### src/rtl/centering_unit_pkg.sv
// rtl/centering_unit_pkg.sv - shared defaults and FSM state encoding for the centering unit
package centering_unit_pkg;

    localparam int CEN_DATA_W = 32;
    localparam int CEN_N_CH   = 2;
    localparam int CEN_LOG2_N = 7;

    typedef enum logic [2:0] {
        CEN_IDLE = 3'd0,
        CEN_SUM  = 3'd1,
        CEN_DIV  = 3'd2,
        CEN_SUB  = 3'd3,
        CEN_DONE = 3'd4
    } cen_state_t;

endpackage

### src/rtl/cen_lane.sv
// rtl/cen_lane.sv - per-channel accumulator, mean register and centered-sample register
// Saturating subtraction and sticky flag present only when CEN_SAT_EN is defined.
module cen_lane
    import centering_unit_pkg::*;
#(
    parameter int DATA_W = CEN_DATA_W,
    parameter int LOG2_N = CEN_LOG2_N
) (
    input  logic              clk,
    input  logic              rst_n,
    input  logic              clr,
    input  logic              acc_en,
    input  logic              div_en,
    input  logic              sub_en,
    input  logic [DATA_W-1:0] din,
    output logic [DATA_W-1:0] mean,
    output logic [DATA_W-1:0] dout,
    output logic              sat
);

    localparam int ACC_W = DATA_W + LOG2_N;

    logic signed [ACC_W-1:0] acc_q, acc_d;
    logic [DATA_W-1:0]       mean_q, mean_d;
    logic [DATA_W-1:0]       dout_q, dout_d;
    logic [DATA_W-1:0]       res;

`ifdef CEN_SAT_EN
    logic signed [DATA_W:0]  diff;
    logic                    ovf;
    logic                    sat_q, sat_d;
`endif

    always_comb begin
`ifdef CEN_SAT_EN
        diff = $signed({din[DATA_W-1], din}) - $signed({mean_q[DATA_W-1], mean_q});
        ovf  = diff[DATA_W] ^ diff[DATA_W-1];
        // Clamp toward the true sign held in the extra top bit
        res  = ovf ? {diff[DATA_W], {(DATA_W-1){~diff[DATA_W]}}} : diff[DATA_W-1:0];
        sat_d = clr ? 1'b0 : (sat_q | (sub_en & ovf));
`else
        res  = din - mean_q;
`endif
        acc_d = acc_q;
        if (clr) begin
            acc_d = '0;
        end else if (acc_en) begin
            acc_d = acc_q + $signed({{LOG2_N{din[DATA_W-1]}}, din});
        end
        // Arithmetic shift by LOG2_N then truncation is exactly this bit window
        mean_d = div_en ? acc_q[LOG2_N +: DATA_W] : mean_q;
        dout_d = sub_en ? res : dout_q;
    end

    always_ff @(posedge clk or negedge rst_n) begin
        if (!rst_n) begin
            acc_q  <= '0;
            mean_q <= '0;
            dout_q <= '0;
        end else begin
            acc_q  <= acc_d;
            mean_q <= mean_d;
            dout_q <= dout_d;
        end
    end

`ifdef CEN_SAT_EN
    always_ff @(posedge clk or negedge rst_n) begin
        if (!rst_n) begin
            sat_q <= 1'b0;
        end else begin
            sat_q <= sat_d;
        end
    end
    assign sat = sat_q;
`else
    assign sat = 1'b0;
`endif

    assign mean = mean_q;
    assign dout = dout_q;

endmodule

### src/rtl/centering_unit.sv
// rtl/centering_unit.sv - two-pass mean removal (sum, divide, subtract) for the whitening sequencer
// Optional saturation of centered samples via macro CEN_SAT_EN (see cen_lane).
module centering_unit
    import centering_unit_pkg::*;
#(
    parameter int DATA_W = CEN_DATA_W,
    parameter int N_CH   = CEN_N_CH,
    parameter int LOG2_N = CEN_LOG2_N
) (
    input  logic                   CLK_cen,
    input  logic                   nRST_cen,
    input  logic                   GO_cen,
    input  logic                   Din_valid,
    input  logic [N_CH*DATA_W-1:0] Din,
    output logic [N_CH*DATA_W-1:0] Dout,
    output logic                   Dout_valid,
    output logic [N_CH*DATA_W-1:0] Mean_out,
    output logic                   CEN_busy,
    output logic                   Sat_flag
);

    localparam logic [LOG2_N-1:0] CNT_LAST = '1;

    cen_state_t        state_q, state_d;
    logic [LOG2_N-1:0] count_q, count_d;
    logic              busy_q, busy_d;
    logic              dout_valid_q, dout_valid_d;
    logic              clr, acc_en, div_en, sub_en;
    logic [N_CH-1:0]   lane_sat;

    always_comb begin
        state_d      = state_q;
        count_d      = count_q;
        dout_valid_d = 1'b0;
        clr          = 1'b0;
        acc_en       = 1'b0;
        div_en       = 1'b0;
        sub_en       = 1'b0;
        if (!GO_cen) begin
            // Abort dominates any sample presented in the same cycle
            state_d = CEN_IDLE;
            count_d = '0;
            clr     = 1'b1;
        end else begin
            case (state_q)
                CEN_IDLE: begin
                    clr     = 1'b1;
                    count_d = '0;
                    state_d = CEN_SUM;
                end
                CEN_SUM: begin
                    if (Din_valid) begin
                        acc_en  = 1'b1;
                        count_d = count_q + LOG2_N'(1);
                        if (count_q == CNT_LAST) state_d = CEN_DIV;
                    end
                end
                CEN_DIV: begin
                    div_en  = 1'b1;
                    state_d = CEN_SUB;
                end
                CEN_SUB: begin
                    if (Din_valid) begin
                        sub_en       = 1'b1;
                        dout_valid_d = 1'b1;
                        count_d      = count_q + LOG2_N'(1);
                        if (count_q == CNT_LAST) state_d = CEN_DONE;
                    end
                end
                CEN_DONE: begin
                    state_d = CEN_DONE;
                end
                default: begin
                    state_d = CEN_IDLE;
                    count_d = '0;
                    clr     = 1'b1;
                end
            endcase
        end
        busy_d = (state_d == CEN_SUM) || (state_d == CEN_DIV) || (state_d == CEN_SUB);
    end

    always_ff @(posedge CLK_cen or negedge nRST_cen) begin
        if (!nRST_cen) begin
            state_q      <= CEN_IDLE;
            count_q      <= '0;
            busy_q       <= 1'b0;
            dout_valid_q <= 1'b0;
        end else begin
            state_q      <= state_d;
            count_q      <= count_d;
            busy_q       <= busy_d;
            dout_valid_q <= dout_valid_d;
        end
    end

    for (genvar c = 0; c < N_CH; c++) begin : g_lane
        cen_lane #(
            .DATA_W (DATA_W),
            .LOG2_N (LOG2_N)
        ) u_lane (
            .clk    (CLK_cen),
            .rst_n  (nRST_cen),
            .clr    (clr),
            .acc_en (acc_en),
            .div_en (div_en),
            .sub_en (sub_en),
            .din    (Din[c*DATA_W +: DATA_W]),
            .mean   (Mean_out[c*DATA_W +: DATA_W]),
            .dout   (Dout[c*DATA_W +: DATA_W]),
            .sat    (lane_sat[c])
        );
    end

    assign Dout_valid = dout_valid_q;
    assign CEN_busy   = busy_q;
    assign Sat_flag   = |lane_sat;

endmodule
### config.mk
export PLATFORM = sky130hd
export DESIGN_NAME = centering_unit
export DESIGN_NICKNAME = d
export VERILOG_FILES = /design/src/rtl/centering_unit_pkg.sv /design/src/rtl/cen_lane.sv /design/src/rtl/centering_unit.sv
export SDC_FILE = /design/constraint.sdc
export NUM_CORES = 1
export LEC_CHECK = 0
export BUFFER_PORTS_ARGS = -buffer_cell sky130_fd_sc_hd__buf_2
export CELL_PAD_IN_SITES_DETAIL_PLACEMENT = 0
export CELL_PAD_IN_SITES_GLOBAL_PLACEMENT = 2
export CORE_MARGIN = 4
export CORE_UTILIZATION = 39
export CTS_CLUSTER_DIAMETER = 50
export CTS_CLUSTER_SIZE = 25
export DETAILED_ROUTE_END_ITERATION = 6
export PLACE_DENSITY_LB_ADDON = 0.1
export SKIP_CTS_REPAIR_TIMING = 1
export SLEW_MARGIN = 20
export SYNTH_ARGS = -nofsm -noshare
export SYNTH_HDL_FRONTEND = slang
export SYNTH_SLANG_ARGS = --single-unit
export TNS_END_PERCENT = 100
### constraint.sdc
create_clock -name CLK_cen -period 6.84 [get_ports CLK_cen]
set_input_delay 0.684 -clock CLK_cen [delete_from_list [all_inputs] [get_ports CLK_cen]]
set_output_delay 0.684 -clock CLK_cen [all_outputs]
set_load 0.1 [all_outputs]
# Yosys cells after proc, flatten, opt, wreduce, memory -nomap -nowiden
# Index checks and enable logic that the tools add are counted.
dict set report word_totals {
  out_inout_bits 131
  wordCells 55
  inputBits 68
  ff_bits 218
}
dict set report classes {
  n_mux 22
  addsub 5
  n_eq_ne 10
  n_reduce_logical 8
}
# cell count
set op_table {}
lappend op_table {{$mux 39} 4}
lappend op_table {{$add 39x32->39} 2}
lappend op_table {{$sub 32x32->32} 2}
lappend op_table {{$mux 3} 5}
lappend op_table {{$pmux 3 s5} 1}
lappend op_table {{$mux 7} 2}
lappend op_table {{$pmux 7 s2} 1}
lappend op_table {{$eq 3x2->1 const B} 4}
lappend op_table {{$mux 1} 9}
lappend op_table {{$add 7x1->7 const B} 1}
lappend op_table {{$eq 7x7->1 const B} 1}
lappend op_table {{$eq 3x1->1 const B} 2}
lappend op_table {{$reduce_or 2->1} 2}
lappend op_table {{$reduce_or 4->1} 1}
lappend op_table {{$eq 3x3->1 const B} 1}
lappend op_table {{$logic_not 3->1} 1}
lappend op_table {{$ne 3x2->1 const B} 1}
lappend op_table {{$logic_or 1x1->1} 2}
lappend op_table {{$ne 2x2->1 const B} 1}
lappend op_table {{$reduce_and 2->1} 1}
lappend op_table {{$reduce_bool 2->1} 1}

# Logic depth before layout (Yosys ltp)
dict set report logic_depth {
  word_depth 8
  depth_mapped 13
  depth_no_buf 13
}

# By module
# Synthesis repeated with hierarchy kept, for this count alone.
dict set report unflattened {
  hier_cells 1813
  area_unflattened_um2 16026.6
}
# mod n_inst seq_area_each_um2 area_per_inst_um2 cells_each
set modules_own_cells {}
lappend modules_own_cells {{cen_lane (g_lane[1].u_lane)} 1 2577.5 7846.3 908}
lappend modules_own_cells {{cen_lane (g_lane[0].u_lane)} 1 2577.5 7414.6 831}
lappend modules_own_cells {centering_unit 1 300.3 765.7 74}

# Least setup slack after synthesis
# No wires, ideal clock.
dict set report synth_timing {
  path_type {reg-to-reg}
  startpoint {register g_lane[0].u_lane.mean_q[16]}
  endpoint {register g_lane[0].u_lane.dout_q[31]}
  t_required_ns 6.745
  path_stages_with_launch 13
  path_slack_ns 3.371
  setup_ns 0.095
  t_arrival_ns 3.373
  cell_sequence {dfrtp_1 inv_1 ha_1 and2_1 or2_2 a21o_1 a21oi_1 nor2_1 a211oi_1 a21boi_0 o31a_1 o21a_1 o31ai_1}
}
dict set report synth_via {
  elab_chain_cells 1
}
# item line_no
set synth_lines {}
lappend synth_lines {{from (decl)} cen_lane.sv:24} ;# logic [DATA_W-1:0] mean_q, mean_d;
lappend synth_lines {{from (signal assigned)} cen_lane.sv:62} ;# mean_q <= mean_d;
lappend synth_lines {{$sub 32x32->32} cen_lane.sv:42} ;# res = din - mean_q;
lappend synth_lines {{to (signal assigned)} cen_lane.sv:63} ;# dout_q <= dout_d;
lappend synth_lines {{to (decl)} cen_lane.sv:25} ;# logic [DATA_W-1:0] dout_q, dout_d;
# Every way passes these cells.
# A chain may end at the register's enable or synchronous reset.

# Worst setup path after layout
dict set report layout_timing {
  startpoint {register g_lane[0].u_lane.mean_q[13]}
  endpoint {register g_lane[0].u_lane.dout_q[28]}
}
# The elaborated chain is that of the path after synthesis.

==> impl_metrics.toml <==
[route]
wl_mm = 46.9
drt_iter0_markers = 775
wl_per_cell_um = 18.8
viasPerCell = 5.41
vias = 13450
drtPass1Iterations = 5
ant_nets = 0
drc = 0

[final_layout]
finalNetCount = 2155
area_growth_pct = 18.9
num_antenna_cells = 0
drive_above_1_share = 0.151
final_cell_count_no_fill = 2486
fillers = 3868
final_area_um2 = 18000

[status]
status = "complete, no violations"

[synthesis]
synthFlopType = "dfrtp_1"
netlist_area_um2 = 15200
synthDistinctLibCells = 71
synth_edf_count = 0
syn_area_per_cell_um2 = 8.58
async_reset_ff_frac = 1.00
ys_ff_latch = 218
yosysSeqAreaShare = 0.360
synthCells = 1768
yosysWarnings = 0
synth_nets = 1979

[sta]
worstMarginPinSlew_ps = 990
skew_ps = 12.6
hold_viol_final = 0
whs_ps = 172
fin_setup_tns_ps = 0
maxSlewHeadroom = 0.340
drv_slew = 0
worst_slack_ps = 3250
finalCriticalPeriod_ps = 3590
fmax_mhz = 279
rsz0062_at_grt = "false"
finalSetupViolations = 0
period_share = 0.524

[worst_setup_path]
worstPathRequired_ps = 7260
cp-end-kind = "flop"
reg2reg_from = "g_lane[0].u_lane.mean[13]"
criticalPathCategory = "flop to flop"
start_kind = "flop"
cp.arrival_ps = 4000
crit_start = "g_lane[0].u_lane.mean[13]"
critPathMaxFanout = 6

[placed_design]
placedCellCount = 2413
post-place-ws_ps = 2830
gp_congestion = 0.876
place_area_um2 = 16600
post-dp-hpwl_mm = 35.1
port_buffers = 197

[power]
p_leak_nw = 9.10
powerDensity_nw_per_um2 = 219
ir_worst_vdd_uv = 127

[global_route]
grt_pass1_wl_mm = 74.9
grt_max_degree = 95
grt_overflow = 0
antenna_found_initial = 0
grt_usage = 0.221
first_global_vias = 13318

[clock_tree]
clock_latency_ps = 550
cts-root-buf = "clkbuf_16"
h-tree-depth = 2
clock_path_buffers = 3
cts_tree = "done"
path_clk_slew_ps = 50
clock-sinks = 218
numCtsBuffers = 40

[floorplan]
rows = 71
ios = 199
die_x_um = 205
core_area_um2 = 38000
die_y_um = 205
start_util = 0.399
die-area_um2 = 42100

[worst_hold_path]
hold_path_class = "input pin to asynchronous set/reset pin"

[job]
cap_violations = 0
where the power goes:
group	internal, W	switching, W	total [W]
combinational	0.000176	0.000289	0.000465
clock	0.00142	0.000727	0.00215
sequential	0.00131	0.0000240	0.00134
registers in the layout, indices dropped and copies added, names as in the netlist:
signal and cells:
g_lane.u_lane.dout 64, g_lane.u_lane.acc_q 78, g_lane.u_lane.mean 64, Dout_valid 1, count_q 7, state_q 3, CEN_busy 1
final timing paths:
| path | cells past startpoint | endpoint | slack (ps) |
|---|---|---|---|
| max | 12 | g_lane[0].u_lane.dout[28] | 3250 |
| min | 1 | g_lane[1].u_lane.dout[0] | 170 |
| max reg2reg | 12 | g_lane[0].u_lane.dout[28] | 3250 |
| min reg2reg | 2 | g_lane[1].u_lane.dout[0] | 470 |
| max in group asynchronous | 2 | g_lane[1].u_lane.mean[30] | 5230 |
| min in group CLK_cen | 2 | state_q[2] | 420 |
Yosys cell counts (4+ instances only):
master     number  area, um^2
nand2b_1       17         106
clkbuf_1       63         236
o21a_1         22         165
inv_1          93         349
nand3_1        32         160
and2_1         13        81.3
nor3b_1         7        52.6
nor2_1         64         240
dfrtp_1       218        5460
a21oi_1       114         571
nor4_1          4        25.0
o211ai_1       10        75.1
or3_1           6        37.5
o21bai_1       24         180
a41oi_1         6        52.6
a21o_1         91         683
mux2_2          7        78.8
a31oi_1        15        93.8
a211o_1         4        35.0
o221ai_1        4        35.0
nor3_1         13        65.1
a211oi_1       15         113
xnor2_1        64         561
o21ai_0       247        1240
a2111oi_0       4        35.0
and3_1         10        62.6
a22o_1         13         114
nand3b_1        5        37.5
ha_1          139        1740
fa_1            4        80.1
o2111ai_1       5        43.8
xor2_1         55         482
buf_2           6        30.0
nor2b_1        13        81.3
o31a_1          5        43.8
nand2_1       265         995
o31ai_1        19         143
nand4_1        27         169
cell families (layout without fill, tap and decap cells):
kind of cell             Yosys count  after routing  synth area share
other                              1              1          0.000247
AND/OR/NAND/NOR                  485            485             0.144
flip-flops                       218            218             0.360
adder cells (fa/ha/maj)          143            143             0.120
buffers and inverters            165            372            0.0416
XOR/XNOR                         119            119            0.0687
multiplexers                       8              8           0.00586
AO/OA/AOI/OAI                    629            629             0.259
critical path: stages, from the launching register on:
cell and delay (ps):
dfrtp_1 330, inv_1 70, ha_1 400, and2_1 210
nand4_1 150, or3_1 390, o22a_1 200, o21a_1 140
a2111oi_0 710, o31ai_1 260, and2_1 250, o2111ai_1 200
o211ai_1 110
metrics by stage:
step,total power [W],utilization
after floorplan,0.00167,-
after global placement,0.00182,0.437
after detailed placement,0.00182,0.437
after CTS,0.00400,0.474
after global routing,0.00413,0.474
final,0.00395,0.474
layout by cell type, fill, tap and decap left out, types with 6 or more instances in the layout:
cell type and n:
buf_4 8, o21bai_1 24, dfrtp_1 218, nor2_1 63, a31oi_1 15, a211oi_1 15, o21ai_0 247, clkinv_2 7
xnor2_1 64, bufinv_16 8, a21oi_1 114, nand3_1 32, o211ai_1 10, xor2_1 55, or3_1 6, and2_1 12
mux2_2 7, nor2b_1 13, nand2b_1 16, clkinvlp_4 6, a22o_1 13, and3_1 10, o31ai_1 19, o21a_1 22
a41oi_1 6, nor3b_1 6, buf_2 196, nand4_1 27, ha_1 139, nor3_1 13, a21o_1 91, nand2_1 264
clkbuf_16 41, inv_1 93
per-layer routing:
metal	share of wire	vias up	GRT usage
li1	-	6695	-
met1	0.51	6395	0.338
met2	0.43	299	0.329
met3	0.044	61	0.0320
met4	0.021	0	0.0572
met5	0	-	0
final cells by class:
| class | count | area (um^2) | area share |
|---|---|---|---|
| multi-input cells | 1385 | 9090 | 0.505 |
| flip-flops and latches | 218 | 5460 | 0.303 |
| clock buffers | 48 | 1070 | 0.0595 |
| repair buffers | 205 | 1060 | 0.0586 |
| well taps | 511 | 639 | 0.0355 |
| clock inverters | 25 | 355 | 0.0197 |
| inverters | 94 | 353 | 0.0196 |
Note: power is estimated with default switching activity, not from simulation.
